## config.mk

```make
export PLATFORM = sky130hd
export DESIGN_NAME = dp_exec_ctrl
export DESIGN_NICKNAME = d
export VERILOG_FILES = /design/src/rtl/dp_exec_ctrl_pkg.sv /design/src/rtl/dp_exec_ctrl_cond_check.sv /design/src/rtl/dp_exec_ctrl.sv
export SDC_FILE = /design/constraint.sdc
export NUM_CORES = 1
export LEC_CHECK = 0
export CAP_MARGIN = 20
export CORE_UTILIZATION = 25
export DETAILED_ROUTE_END_ITERATION = 10
export HOLD_SLACK_MARGIN = 0.08
export PLACE_DENSITY = 0.54
export REMOVE_ABC_BUFFERS = 1
export SYNTH_ARGS = -nofsm -noshare
export SYNTH_HDL_FRONTEND = slang
export SYNTH_HIERARCHICAL = 1
export SYNTH_SLANG_ARGS = --single-unit
```

## constraint.sdc

```tcl
create_clock -name in_Clk -period 8.3 [get_ports in_Clk]
set_input_delay 1.66 -clock in_Clk [delete_from_list [all_inputs] [get_ports in_Clk]]
set_output_delay 1.66 -clock in_Clk [all_outputs]
set_load 0.02 [all_outputs]
```

## src/rtl/dp_exec_ctrl_pkg.sv

```systemverilog
// Shared definitions for the data-processing execute controller.
// Holds the ARM condition-code constants, the ALU opcode encoding and
// small opcode-class helpers used by the controller and the branch unit.
// Optional feature macro: DP_EXEC_CTRL_MOV_BYPASS_EN (MOV/MVN skip READ).
`ifndef WordWidth
`define WordWidth 32
`endif

package dp_exec_ctrl_pkg;

  // ARM condition field encodings
  typedef enum logic [3:0] {
    COND_EQ = 4'h0, COND_NE = 4'h1, COND_CS = 4'h2, COND_CC = 4'h3,
    COND_MI = 4'h4, COND_PL = 4'h5, COND_VS = 4'h6, COND_VC = 4'h7,
    COND_HI = 4'h8, COND_LS = 4'h9, COND_GE = 4'hA, COND_LT = 4'hB,
    COND_GT = 4'hC, COND_LE = 4'hD, COND_AL = 4'hE, COND_NV = 4'hF
  } cond_e;

  // ALU opcode encodings (ARM data-processing order)
  typedef enum logic [3:0] {
    ALU_AND = 4'h0, ALU_EOR = 4'h1, ALU_SUB = 4'h2, ALU_RSB = 4'h3,
    ALU_ADD = 4'h4, ALU_ADC = 4'h5, ALU_SBC = 4'h6, ALU_RSC = 4'h7,
    ALU_TST = 4'h8, ALU_TEQ = 4'h9, ALU_CMP = 4'hA, ALU_CMN = 4'hB,
    ALU_ORR = 4'hC, ALU_MOV = 4'hD, ALU_BIC = 4'hE, ALU_MVN = 4'hF
  } alu_op_e;

  // Compare/test ops: never write Rd, always commit flags.
  function automatic logic is_test_op(input logic [3:0] op);
    return (op == ALU_TST) || (op == ALU_TEQ) || (op == ALU_CMP) || (op == ALU_CMN);
  endfunction

  // Arithmetic ops take all four flags from the ALU (including V).
  function automatic logic is_arith_op(input logic [3:0] op);
    return (op == ALU_SUB) || (op == ALU_RSB) || (op == ALU_ADD) || (op == ALU_ADC) ||
           (op == ALU_SBC) || (op == ALU_RSC) || (op == ALU_CMP) || (op == ALU_CMN);
  endfunction

  // Ops whose carry-in is the architectural C flag rather than the shifter carry.
  function automatic logic uses_flag_carry(input logic [3:0] op);
    return (op == ALU_ADC) || (op == ALU_SBC) || (op == ALU_RSC);
  endfunction

  // Ops that ignore Rn entirely.
  function automatic logic is_move_op(input logic [3:0] op);
    return (op == ALU_MOV) || (op == ALU_MVN);
  endfunction

endpackage

```

## src/rtl/dp_exec_ctrl_cond_check.sv

```systemverilog
// Combinational ARM condition-code evaluator: decides whether an
// instruction with condition in_Cond executes given flags {C,N,Z,V}.
module cond_check
  import dp_exec_ctrl_pkg::*;
(
  input  logic [3:0] in_Cond,
  input  logic [3:0] in_CNZV,
  output logic       out_Pass
);

  logic flag_c, flag_n, flag_z, flag_v;

  assign flag_c = in_CNZV[3];
  assign flag_n = in_CNZV[2];
  assign flag_z = in_CNZV[1];
  assign flag_v = in_CNZV[0];

  // Decode the condition field against the current flags
  always_comb begin
    out_Pass = 1'b0;
    case (in_Cond)
      COND_EQ: out_Pass = flag_z;
      COND_NE: out_Pass = !flag_z;
      COND_CS: out_Pass = flag_c;
      COND_CC: out_Pass = !flag_c;
      COND_MI: out_Pass = flag_n;
      COND_PL: out_Pass = !flag_n;
      COND_VS: out_Pass = flag_v;
      COND_VC: out_Pass = !flag_v;
      COND_HI: out_Pass = flag_c && !flag_z;
      COND_LS: out_Pass = !flag_c || flag_z;
      COND_GE: out_Pass = (flag_n == flag_v);
      COND_LT: out_Pass = (flag_n != flag_v);
      COND_GT: out_Pass = !flag_z && (flag_n == flag_v);
      COND_LE: out_Pass = flag_z || (flag_n != flag_v);
      COND_AL: out_Pass = 1'b1;
      default: out_Pass = 1'b0;  // NV: never executes
    endcase
  end

endmodule

```

## src/rtl/dp_exec_ctrl.sv

```systemverilog
// Multi-cycle sequencer for data-processing instructions. Accepts one
// decoded instruction, checks its condition against the CNZV flags it
// owns, reads Rn, drives the external ALU, writes Rd back and commits flags.
// Optional feature macro: DP_EXEC_CTRL_MOV_BYPASS_EN -- MOV/MVN go from
// IDLE straight to EXEC with a zero Rn operand.
//
// Handshake: an instruction transfers on a rising edge where in_Valid and
// out_Ready are both high; out_Ready is high exactly while the FSM is IDLE,
// and a source seeing out_Ready low must keep in_Valid and its fields stable.
module dp_exec_ctrl
  import dp_exec_ctrl_pkg::*;
#(
  parameter int         WORD_W     = `WordWidth,
  parameter logic [3:0] RESET_CNZV = 4'b0000
) (
  input  logic              in_Clk,
  input  logic              in_Rst,
  input  logic              in_Valid,
  output logic              out_Ready,
  input  logic [3:0]        in_Cond,
  input  logic [3:0]        in_Opcode,
  input  logic              in_SetFlags,
  input  logic [3:0]        in_RnAddr,
  input  logic [3:0]        in_RdAddr,
  input  logic [WORD_W-1:0] in_Op2,
  input  logic              in_ShCarry,
  output logic [3:0]        out_RfRdAddr,
  input  logic [WORD_W-1:0] in_RfRdData,
  output logic [WORD_W-1:0] out_AluRn,
  output logic [WORD_W-1:0] out_AluOp2,
  output logic              out_AluCarry,
  output logic [3:0]        out_AluOpcode,
  input  logic [WORD_W-1:0] in_AluY,
  input  logic [3:0]        in_AluCNZV,
  output logic              out_WrEn,
  output logic [3:0]        out_WrAddr,
  output logic [WORD_W-1:0] out_WrData,
  output logic [3:0]        out_CNZV,
  output logic              out_Done,
  output logic              out_Skipped,
  output logic [2:0]        out_DbgState
);

`ifdef DP_EXEC_CTRL_MOV_BYPASS_EN
  localparam logic MOV_BYPASS = 1'b1;
`else
  localparam logic MOV_BYPASS = 1'b0;
`endif

  typedef enum logic [2:0] {
    S_IDLE = 3'd0,
    S_READ = 3'd1,
    S_EXEC = 3'd2,
    S_WB   = 3'd3,
    S_SKIP = 3'd4
  } state_e;

  state_e            state_q, state_d;
  logic              ready_q, ready_d;
  logic [3:0]        opcode_q, opcode_d;
  logic              set_flags_q, set_flags_d;
  logic [3:0]        rd_q, rd_d;
  logic [WORD_W-1:0] op2_q, op2_d;
  logic              sh_carry_q, sh_carry_d;
  logic [WORD_W-1:0] result_q, result_d;
  logic [3:0]        alu_flags_q, alu_flags_d;
  logic [3:0]        cnzv_q, cnzv_d;
  logic [3:0]        rf_rd_addr_q, rf_rd_addr_d;
  logic              wr_en_q, wr_en_d;
  logic [3:0]        wr_addr_q, wr_addr_d;
  logic [WORD_W-1:0] wr_data_q, wr_data_d;
  logic              done_q, done_d;
  logic              skipped_q, skipped_d;
  logic              cond_pass;

  cond_check u_cond_check (
    .in_Cond  (in_Cond),
    .in_CNZV  (cnzv_q),
    .out_Pass (cond_pass)
  );

  // State register and all registered outputs; reset aborts any operation
  always_ff @(posedge in_Clk or posedge in_Rst) begin
    if (in_Rst) begin
      state_q      <= S_IDLE;
      ready_q      <= 1'b1;
      opcode_q     <= '0;
      set_flags_q  <= 1'b0;
      rd_q         <= '0;
      op2_q        <= '0;
      sh_carry_q   <= 1'b0;
      result_q     <= '0;
      alu_flags_q  <= '0;
      cnzv_q       <= RESET_CNZV;
      rf_rd_addr_q <= '0;
      wr_en_q      <= 1'b0;
      wr_addr_q    <= '0;
      wr_data_q    <= '0;
      done_q       <= 1'b0;
      skipped_q    <= 1'b0;
    end else begin
      state_q      <= state_d;
      ready_q      <= ready_d;
      opcode_q     <= opcode_d;
      set_flags_q  <= set_flags_d;
      rd_q         <= rd_d;
      op2_q        <= op2_d;
      sh_carry_q   <= sh_carry_d;
      result_q     <= result_d;
      alu_flags_q  <= alu_flags_d;
      cnzv_q       <= cnzv_d;
      rf_rd_addr_q <= rf_rd_addr_d;
      wr_en_q      <= wr_en_d;
      wr_addr_q    <= wr_addr_d;
      wr_data_q    <= wr_data_d;
      done_q       <= done_d;
      skipped_q    <= skipped_d;
    end
  end

  // Next-state and next-output logic; strobes default low every cycle
  always_comb begin
    state_d      = state_q;
    opcode_d     = opcode_q;
    set_flags_d  = set_flags_q;
    rd_d         = rd_q;
    op2_d        = op2_q;
    sh_carry_d   = sh_carry_q;
    result_d     = result_q;
    alu_flags_d  = alu_flags_q;
    cnzv_d       = cnzv_q;
    rf_rd_addr_d = rf_rd_addr_q;
    wr_en_d      = 1'b0;
    wr_addr_d    = wr_addr_q;
    wr_data_d    = wr_data_q;
    done_d       = 1'b0;
    skipped_d    = 1'b0;

    case (state_q)
      S_IDLE: begin
        if (in_Valid) begin
          opcode_d    = in_Opcode;
          set_flags_d = in_SetFlags;
          rd_d        = in_RdAddr;
          op2_d       = in_Op2;
          sh_carry_d  = in_ShCarry;
          if (!cond_pass) begin
            state_d = S_SKIP;
          end else if (MOV_BYPASS && is_move_op(in_Opcode)) begin
            state_d = S_EXEC;
          end else begin
            rf_rd_addr_d = in_RnAddr;
            state_d      = S_READ;
          end
        end
      end
      S_READ: begin
        // Register file samples out_RfRdAddr at the end of this cycle.
        state_d = S_EXEC;
      end
      S_EXEC: begin
        result_d    = in_AluY;
        alu_flags_d = in_AluCNZV;
        state_d     = S_WB;
      end
      S_WB: begin
        done_d = 1'b1;
        if (!is_test_op(opcode_q)) begin
          wr_en_d   = 1'b1;
          wr_addr_d = rd_q;
          wr_data_d = result_q;
        end
        if (set_flags_q || is_test_op(opcode_q)) begin
          // Logical ops leave V alone; C comes from the shifter via the ALU.
          cnzv_d = is_arith_op(opcode_q) ? alu_flags_q : {alu_flags_q[3:1], cnzv_q[0]};
        end
        state_d = S_IDLE;
      end
      S_SKIP: begin
        done_d    = 1'b1;
        skipped_d = 1'b1;
        state_d   = S_IDLE;
      end
      default: state_d = S_IDLE;
    endcase

    ready_d = (state_d == S_IDLE);
  end

  // ALU drive: only meaningful in EXEC, held at zero otherwise
  always_comb begin
    out_AluRn     = '0;
    out_AluOp2    = '0;
    out_AluCarry  = 1'b0;
    out_AluOpcode = '0;
    if (state_q == S_EXEC) begin
      out_AluRn     = (MOV_BYPASS && is_move_op(opcode_q)) ? '0 : in_RfRdData;
      out_AluOp2    = op2_q;
      out_AluOpcode = opcode_q;
      out_AluCarry  = uses_flag_carry(opcode_q) ? cnzv_q[3] : sh_carry_q;
    end
  end

  assign out_Ready    = ready_q;
  assign out_RfRdAddr = rf_rd_addr_q;
  assign out_WrEn     = wr_en_q;
  assign out_WrAddr   = wr_addr_q;
  assign out_WrData   = wr_data_q;
  assign out_CNZV     = cnzv_q;
  assign out_Done     = done_q;
  assign out_Skipped  = skipped_q;
  assign out_DbgState = state_q;

endmodule

```

* Word level (Yosys, flattened, before mapping)
Cells that the tools add are included.
Storage, ports and cells: logic and storage cells 91, input port bits 121, output and inout bits 120, register bits 129
Operators by class: multiplexer cells 13, bitwise logic cells 1, reduce and logical (&&, ||, !) cells 30, equal/unequal tests 30
Operators with widths (count):
- 32-bit two-way mux | 2
- 4-bit == test (second input constant) | 11
- 4-bit by 3-bit == test with 1-bit output (second input constant) | 8
- 4-bit by 2-bit == test with 1-bit output (second input constant) | 4
- 1-bit logical OR | 15
- 1-bit one-hot mux with 15 select lines | 1
- 3-bit one-hot mux with 3 select lines | 1
- 3-bit by 2-bit == test with 1-bit output (second input constant) | 2
- 3-bit logical NOT | 2
- 1-bit two-way mux | 6
- 3-bit two-way mux | 2
- 2-bit AND reduction | 3
- 3-bit AND reduction | 2
- 4-bit by 1-bit == test with 1-bit output (second input constant) | 1
- 1-bit logical NOT | 4
- 4-bit logical NOT | 1
- 4-bit two-way mux | 1
- 3-bit by 1-bit == test with 1-bit output (second input constant) | 1
- 3-bit == test (second input constant) | 1
- 1-bit logical AND | 2
- 2-bit OR reduction | 1
- 1-bit == test | 1
- 1-bit != test | 1
- 1-bit NOT | 1

* Longest topological paths before layout
depth after elaboration 9, depth in mapped cells 7, depth with buffers taken out 6

* By module
Netlist, hierarchy kept.
Modules (own cells, without submodules):
- dp_exec_ctrl | area each 5355.1 um2, instances 1, sequential area each 3229.3 um2, cells each 366
- cond_check | area each 193.9 um2, instances 1, sequential area each 0.0 um2, cells each 28

* Worst setup path after synthesis
No wires, ideal clock.
kind input -> output, start point input port in_RfRdData[0], end point output port out_AluRn[0], stages 1, data arrival time 1.870 ns, buffers on the path 0, required time 6.640 ns, setup slack 4.770 ns, path through and2_1
On the way: cells in the longest elaborated chain, start to end 1
RTL lines:
- start, declared | RTL line dp_exec_ctrl.sv:28 | input logic [WORD_W-1:0] in_RfRdData,
- 32-bit two-way mux | RTL line dp_exec_ctrl.sv:196 | if (state_q == S_EXEC) begin
- end, declared | RTL line dp_exec_ctrl.sv:29 | output logic [WORD_W-1:0] out_AluRn,
No other way between the ends.

* Worst setup path after layout
start point register state_q[1], in the netlist out_DbgState[1], end point output port out_AluRn[13]
On the way: cells in the longest elaborated chain, start to end 2
RTL lines:
- start, declared | RTL line dp_exec_ctrl.sv:58 | state_e state_q, state_d;
- start signal, assigned | RTL line dp_exec_ctrl.sv:102 | state_q <= state_d;
- 3-bit by 2-bit == test with 1-bit output | RTL line dp_exec_ctrl.sv:196
- 32-bit two-way mux | RTL line dp_exec_ctrl.sv:196
No other way between the ends.

==> summary.md <==
The slowest stage of the critical path is the sky130_fd_sc_hd__clkdlybuf4s50_1 cell. For the worst setup path, the data arrival time is 3.11 ns. The number of global-route vias before repair is 4296. The combinational group share of total power was 0.457; the count of pins on the block boundary was 241. In this run, post-CTS repair resized a total of 0 instances. The number of different library cells used by synthesis comes to 36.

Walking the worst path, the cells encountered are nor3b_4 -> buf_4 -> buf_4 -> and2_1 -> clkdlybuf4s50_1. The number of placed instances, taps included, is 895. Across the VDD grid, the largest voltage drop is 0.1582 mV. Clock insertion delay at the later pin of the skew report: 0.41 ns. The post-synthesis average cell area is 14.08 um2. The post-synthesis register bit count was 129.

For this run the aggregate overflow at the end of global routing stands at 0. On the worst path, the slowest cell contributes a delay of 0.63 ns. In this design, the critical path's most frequently occurring cell is sky130_fd_sc_hd__buf_4. The net switching fraction of the power is 0.3364. Detailed placement ended at an HPWL of 9.885 mm. The placeable core region is 0.02182 mm2, and the cell-internal power is 2.343 mW.

The most critical setup path has its startpoint at out_DbgState[1]. The die covers 0.02280 mm2. Final core utilization: 0.4043. The fraction of the cycle the final worst path needs came out at 0.5747. For the initial antenna violation count, the log shows 0. During placement, the flow inserted port buffers numbering 240. The die is 151.0 um wide.

The tools report the startpoint of the lowest-slack hold path as op2_q[17]. The run gives 0 as the number of hold buffers added after CTS. Clock tree synthesis inserted a total of 17 buffers. The congestion estimate from routability-driven global placement came to 0.7105.

The total negative slack came out at 0 ns. In the routed layout, each cell is associated on average with a via count of 4.314. The tools report the clock share of power as 0.221. The tools report the count of mapped cells out of synthesis as 394.

The tools report the launch point of the worst reg-to-reg path as out_DbgState[1]. Setup repair after global routing left no endpoint under its margin. The run gives 54 as the standard-cell row count. Transition time of the tightest slew-check pin: 0.9319 ns. In the final layout, the multi-input gates occupy 0.002173 mm2. The initial core utilization was 0.2543; the maximum clock path buffer count was 2. The shortest period the worst path allows was 4.770 ns; the worst path required time was 6.64 ns.

The repair_antennas step left the layout with diodes totalling 0. The startpoint class of the critical path was a register. The run finished with clean final reports. Hold timing on the final database bottoms out at a slack of 0.4963 ns. The logs give 0.1256 for the total global routing track utilization and 755 for the final-stage net count.

The finished layout holds 927 standard cells, fillers aside. The total of endpoints with negative setup slack in the final report is 0. In this run the worst path has a maximum fanout of 61. TritonCTS built the clock tree. The endpoint type of the worst setup path is a primary output. The relative slew slack was 0.3787; the vias after detailed routing was 3999.

The average detailed-routed wire length per instance came out at 15.20 um. Share of the yosys chip area belonging to registers: 0.5820. The worst setup path is of the reg2out kind.

Clock tree synthesis selected as its root buffer the cell sky130_fd_sc_hd__clkbuf_16. For this block, the initial DRC count from the detailed router was 84. The largest net degree at the start of global routing is 74, and the buffers inserted during post-CTS setup optimization is 0. For this design, the sink count on the clock tree is 129. The clock-pin slew of the registers on the worst-case setup and hold paths came out at 0.06 ns. The path class of the tightest hold or removal check is reg2reg.

The number of optimization iterations in the first detailed-route pass came out at 4. The layout has 2112 filler cells. The logs give 0 for the number of hold violations in the final report and 0 for the count of maximum capacitance violations. The detailed-route DRC error count was 0.

In this run the static leakage power is 3.554 nW. The first global-routing pass estimated 21.78 mm of wire. The run gives 0.322 as the share of power burned in registers.

The top achievable clock speed was 209.6 MHz; the layout overhead on the synthesized area was 58.99%. The detail route stage leaves a number of antenna-violating nets equal to 0. For this block, the routed nets add up to 14.09 mm of wire. Total power for the finished layout comes to 3.530 mW. The share of post-route cells with drive strength above 1 is 0.2597, and the switching power is 1.187 mW. The synthesized netlist occupies a cell area of 0.005549 mm2.

Max-slew violation count: 0. Measured along the y axis, the die boundary spans 151.0 um. The logs give 0.006884 ns for the setup skew after layout and 4 for the maximum level of the CTS H-tree. Summing all flip-flop and latch instances after layout gives 0.003229 mm2. In this run the power density over the cells is 400.1 mW/mm2. The run gives 6 as the count of yosys warnings during synthesis.
## power by group through the flow
| stage | combinational, mW | sequential [mW] | clock (mW) |
|---|---|---|---|
| floorplan | 0.809 | 1.25 | 0 |
| detailed placement | 1.64 | 1.15 | 0 |
| CTS | 1.64 | 1.15 | 0.807 |
| global placement | 1.61 | 1.13 | 0 |
| finish | 1.61 | 1.14 | 0.778 |
| global route | 1.73 | 1.19 | 0.835 |
## routing by layer
metal / global-route usage / vias to the layer above / part of all wire
met5: 0 / - / 0
met2: 0.2126 / 162 / 0.49
met3: 0.05663 / 11 / 0.095
met1: 0.1416 / 1988 / 0.41
li1: - / 1838 / -
met4: 0.03600 / 0 / 0.0076
## synthesized netlist by cell type, drive strengths merged
master | instances | share of area
o21ai | 2 | 0.0018
or2b | 1 | 0.0014
xnor2 | 2 | 0.0045
o31ai | 2 | 0.0027
xor2 | 1 | 0.0016
nand2b | 3 | 0.0034
and3b | 2 | 0.0032
o221ai | 1 | 0.0016
nor2b | 6 | 0.0068
o22ai | 1 | 0.0011
o211ai | 2 | 0.0027
mux2 | 123 | 0.25
nor3 | 3 | 0.0027
a21boi | 1 | 0.0014
buf | 16 | 0.023
or2 | 1 | 0.0011
nand3b | 1 | 0.0014
inv | 1 | 0.00068
a221oi | 1 | 0.0016
nand2 | 3 | 0.0025
a22oi | 1 | 0.0014
and2 | 68 | 0.077
dfrtp | 128 | 0.58
clkbuf | 8 | 0.0054
nor4b | 1 | 0.0043
a21oi | 5 | 0.0045
dfstp | 1 | 0.0047
nor2 | 4 | 0.0027
nor3b | 3 | 0.0050
a211o | 2 | 0.0032
## kinds of logic after synthesis
logic type      Yosys count  share of synthesized area
simple gates             96                     0.1109
mux                     123                     0.2503
xor+xnor                  3                   0.006089
flops                   129                     0.5820
buf+inv                  25                    0.02886
compound gates           18                    0.02187
## layout make-up
class / instances / share of cell area
Inverter: 1 / 0.0007091
Multi-Input combinational cell: 240 / 0.2463
Clock inverter: 12 / 0.01773
Tap cell: 280 / 0.03971
Timing Repair Buffer: 245 / 0.2766
Sequential cell: 129 / 0.3660
Clock buffer: 20 / 0.05290
## flip-flops by register name, summed over array words and instances (netlist names), 4 cells and up
name / cells
out_WrAddr: 4
result_q: 32
op2_q: 32
opcode_q: 4
out_WrData: 32
rd_q: 4
out_RfRdAddr: 4
out_CNZV: 4
alu_flags_q: 4
## worst paths after layout
| check | depth (start not counted) | slack [ns] | endpoint |
|---|---|---|---|
| max | 5 | 3.53 | out_AluRn[13] |
| max in group asynchronous | 3 | 5.13 | out_WrData[21] |
| max reg2reg | 4 | 5.91 | result_q[19] |
| min reg2reg | 1 | 0.50 | op2_q[17] |
| min | 1 | 0.50 | op2_q[17] |
| min in group asynchronous | 2 | 1.72 | op2_q[4] |
## stage by stage
stage	setup WS, ns	instance area (um2)
global placement	3.741	8199
finish	3.530	8822
CTS	3.446	8822
floorplan	2.687	5393
global route	3.291	8822
detailed placement	3.734	8199
## worst max-delay path, delay by kind of cell, from the launching register on
kind          cells  cell delay [ns]
buf+inv           3             1.64
flops             1             0.54
simple gates      2             0.45
## cell usage in the layout (no fill, tap or decap), types with 3 or more instances in the layout
master,count
sky130_fd_sc_hd__a21oi_1,5
sky130_fd_sc_hd__buf_4,5
sky130_fd_sc_hd__clkbuf_8,3
sky130_fd_sc_hd__nor2b_1,5
sky130_fd_sc_hd__clkbuf_16,17
sky130_fd_sc_hd__clkdlybuf4s50_1,240
sky130_fd_sc_hd__nor3_1,3
sky130_fd_sc_hd__bufinv_16,3
sky130_fd_sc_hd__dfrtp_1,128
sky130_fd_sc_hd__and2_1,68
sky130_fd_sc_hd__nor2_1,4
sky130_fd_sc_hd__mux2_2,122
sky130_fd_sc_hd__clkinvlp_4,4
sky130_fd_sc_hd__nand2b_1,3
Note: power is estimated with default switching activity, not from simulation.
==> edit (same flow settings) <==
Change the macro `WordWidth` from 32 to 48.
--- a/src/rtl/dp_exec_ctrl_pkg.sv
+++ b/src/rtl/dp_exec_ctrl_pkg.sv
@@ -4,5 +4,5 @@
 // Optional feature macro: DP_EXEC_CTRL_MOV_BYPASS_EN (MOV/MVN skip READ).
 `ifndef WordWidth
-`define WordWidth 32
+`define WordWidth 48
 `endif
 
Ports: changed (6 resized); port bits go from 241 to 337. The function was not compared with the original's and may differ.
==> edit against the original RTL <==
  * Wire length rose by 41%
  * Count of clock-buffer cells in the layout fell by 2
  * Clock power is 9.8% higher
  * Synthesized area increased by 36%
  * Sequential cell count increased by 48
  * Total power rose by 31%
  * Worst setup slack improved by 0.17 ns
  * Combinational power increased by 38%
  * Cell area rose by 34%
  * Critical path type is now input port to primary output
  * Global-route usage grew 0.56 points
==> edit: results (changes against the original RTL) <==
period_needed_ns: 4.602  # -0.1685 ns
netlist_top_cells_area: "dfrtp_1 59%, mux2_2 24%, and2_1 8.3%, mux2_1 1.8%, buf_2 1.0%"
worstHoldPathType: "flip-flop to flip-flop"
cp_slowest_cell: "clkdlybuf4s50_1"
place.gp.congestion: 0.7664  # +7.9%
ctsResizeCount: 0  # unchanged
path_delay_family: "buffers and inverters"
via_count: 5288  # +32%
grt_pass1_vias: 5385  # +25%
drive_gt1_share_pct: 23.31  # -2.7 points
nNetsFinal: 1029  # +36%
numCtsBuffers: 17  # unchanged
n_antenna_cell: 0  # unchanged
cts.reportedPaths.clkPinSlew_ns: 0.07
nFillCells: 2891  # +37%
synthTopCellsByCount: "176 x dfrtp_1, 158 x mux2_2, 100 x and2_1, 15 x buf_2, 12 x mux2_1"
fin_worst_skew_ns: 0.01160  # +0.004712 ns
status: "completed"
htree_levels: 4  # unchanged
yosysWarnings: 6  # unchanged
dpl.cell_count: 1231  # +38%
grt_max_degree: 92  # +24%
dieArea_um2: 30780  # +35%
vdd.ir_drop.worst_v: 0.0001387  # -12%
synth-seq-area-share_pct: 58.91  # +0.71 points
p_leak_nw: 4.765  # +34%
cts_setup_buffers: 0  # unchanged
viasPerCell: 4.193  # -2.8%
placedInstanceArea_um2: 11250  # +37%
grt_pass1_wl_um: 31060  # +43%
synth-async-reset-ratio_pct: 100.0  # unchanged
dp_slack_ns: 3.664  # -0.07020 ns
path_class: "input port to primary output"
worstSkewPairLatency_ns: 0.43  # +0.02 ns
cts-root-buf: "clkbuf_16"
grt_use_total_pct: 13.12  # +0.56 points
synth.distinct_cells: 36  # unchanged
arrival_ns: 2.94  # -0.17 ns
synthesis.instances: 531  # +35%
io_buffers: 336  # +40%
drt_wl_total_um: 19890  # +41%
hpwl_um: 13870  # +40%
tightest_slew_ns: 0.9505  # +0.01859 ns
drt-pass1-iter-count: 4  # unchanged
drt_iter0_markers: 154  # +83%
clock_path_buffers: 2  # unchanged
synth_edf_count: 0  # unchanged
antenna_found_initial: 0  # unchanged
slowest_delay_ns: 0.62
crit_fanout: 1  # -98%
==> edit: final cells by class <==
type | instances | area, µm² | share of cell area (%)
Tap cell | 390 | 488.0 | 4.117
Multi-Input combinational cell | 320 | 2908 | 24.53
Sequential cell | 177 | 4431 | 37.38
Clock buffer | 18 | 429.2 | 3.621
Clock inverter | 12 | 172.7 | 1.457
Timing Repair Buffer | 343 | 3416 | 28.82
Inverter | 1 | 8.758 | 0.07389
==> edit: worst reg2reg max path, delay by kind of cell, from the launching register on <==
family,cells,cell delay (ns)
buf+inv,1,0.62
flops,1,0.58
mux,1,0.46
simple gates,2,0.44
==> edit: cells by family (layout without fill, tap and decap cells) <==
| kind of cell | after synthesis | count (layout) | share of synthesized area [%] |
|---|---|---|---|
| multiplexers | 171 | 171 | 25.65 |
| XOR/XNOR | 3 | 3 | 0.4493 |
| AND/OR/NAND/NOR | 128 | 128 | 10.78 |
| AO/OA/AOI/OAI | 18 | 18 | 1.614 |
| flip-flops | 177 | 177 | 58.91 |
| buffers and inverters | 34 | 374 | 2.595 |
==> edit: through the flow <==
stage / hold slack (ns) / utilization (%)
5_1_grt: 0.5050 / 39.99
3_3_place_gp: 0.4671 / 37.96
6_report: 0.4834 / 39.99
2_1_floorplan: 0.4603 / -
3_5_place_dp: 0.4720 / 37.96
4_1_cts: 0.4882 / 39.99
==> edit: layer usage <==
layer,GRT usage (%),vias to the layer above,share of wire [%],routed length [µm]
met1,16.18,2631,42,8382
met5,0,-,0,0
met2,21.71,178,50,9934
met3,4.610,10,7.0,1391
met4,3.478,0,0.94,186
li1,-,2469,-,-
==> edit: final timing paths <==
check,depth (start not counted),slack (ns),to,from
setup / recovery,3,3.70,out_AluRn[39],in_RfRdData[39]
hold / removal,1,0.48,out_WrData[8],out_WrData[8]
min in group asynchronous,2,1.67,out_RfRdAddr[1],in_Rst
max in group asynchronous,3,5.28,rd_q[2],in_Rst
hold reg to reg,1,0.48,out_WrData[8],out_WrData[8]
setup reg to reg,4,6.08,out_WrData[31],out_DbgState[0]
==> edit: power by group <==
part / internal (W) / switching [W] / total, W
logic: 0.00122 / 0.00101 / 0.00222
clock network: 0.000481 / 0.000373 / 0.000854
registers: 0.00131 / 0.000230 / 0.00154
total: 0.00300 / 0.00161 / 0.00461
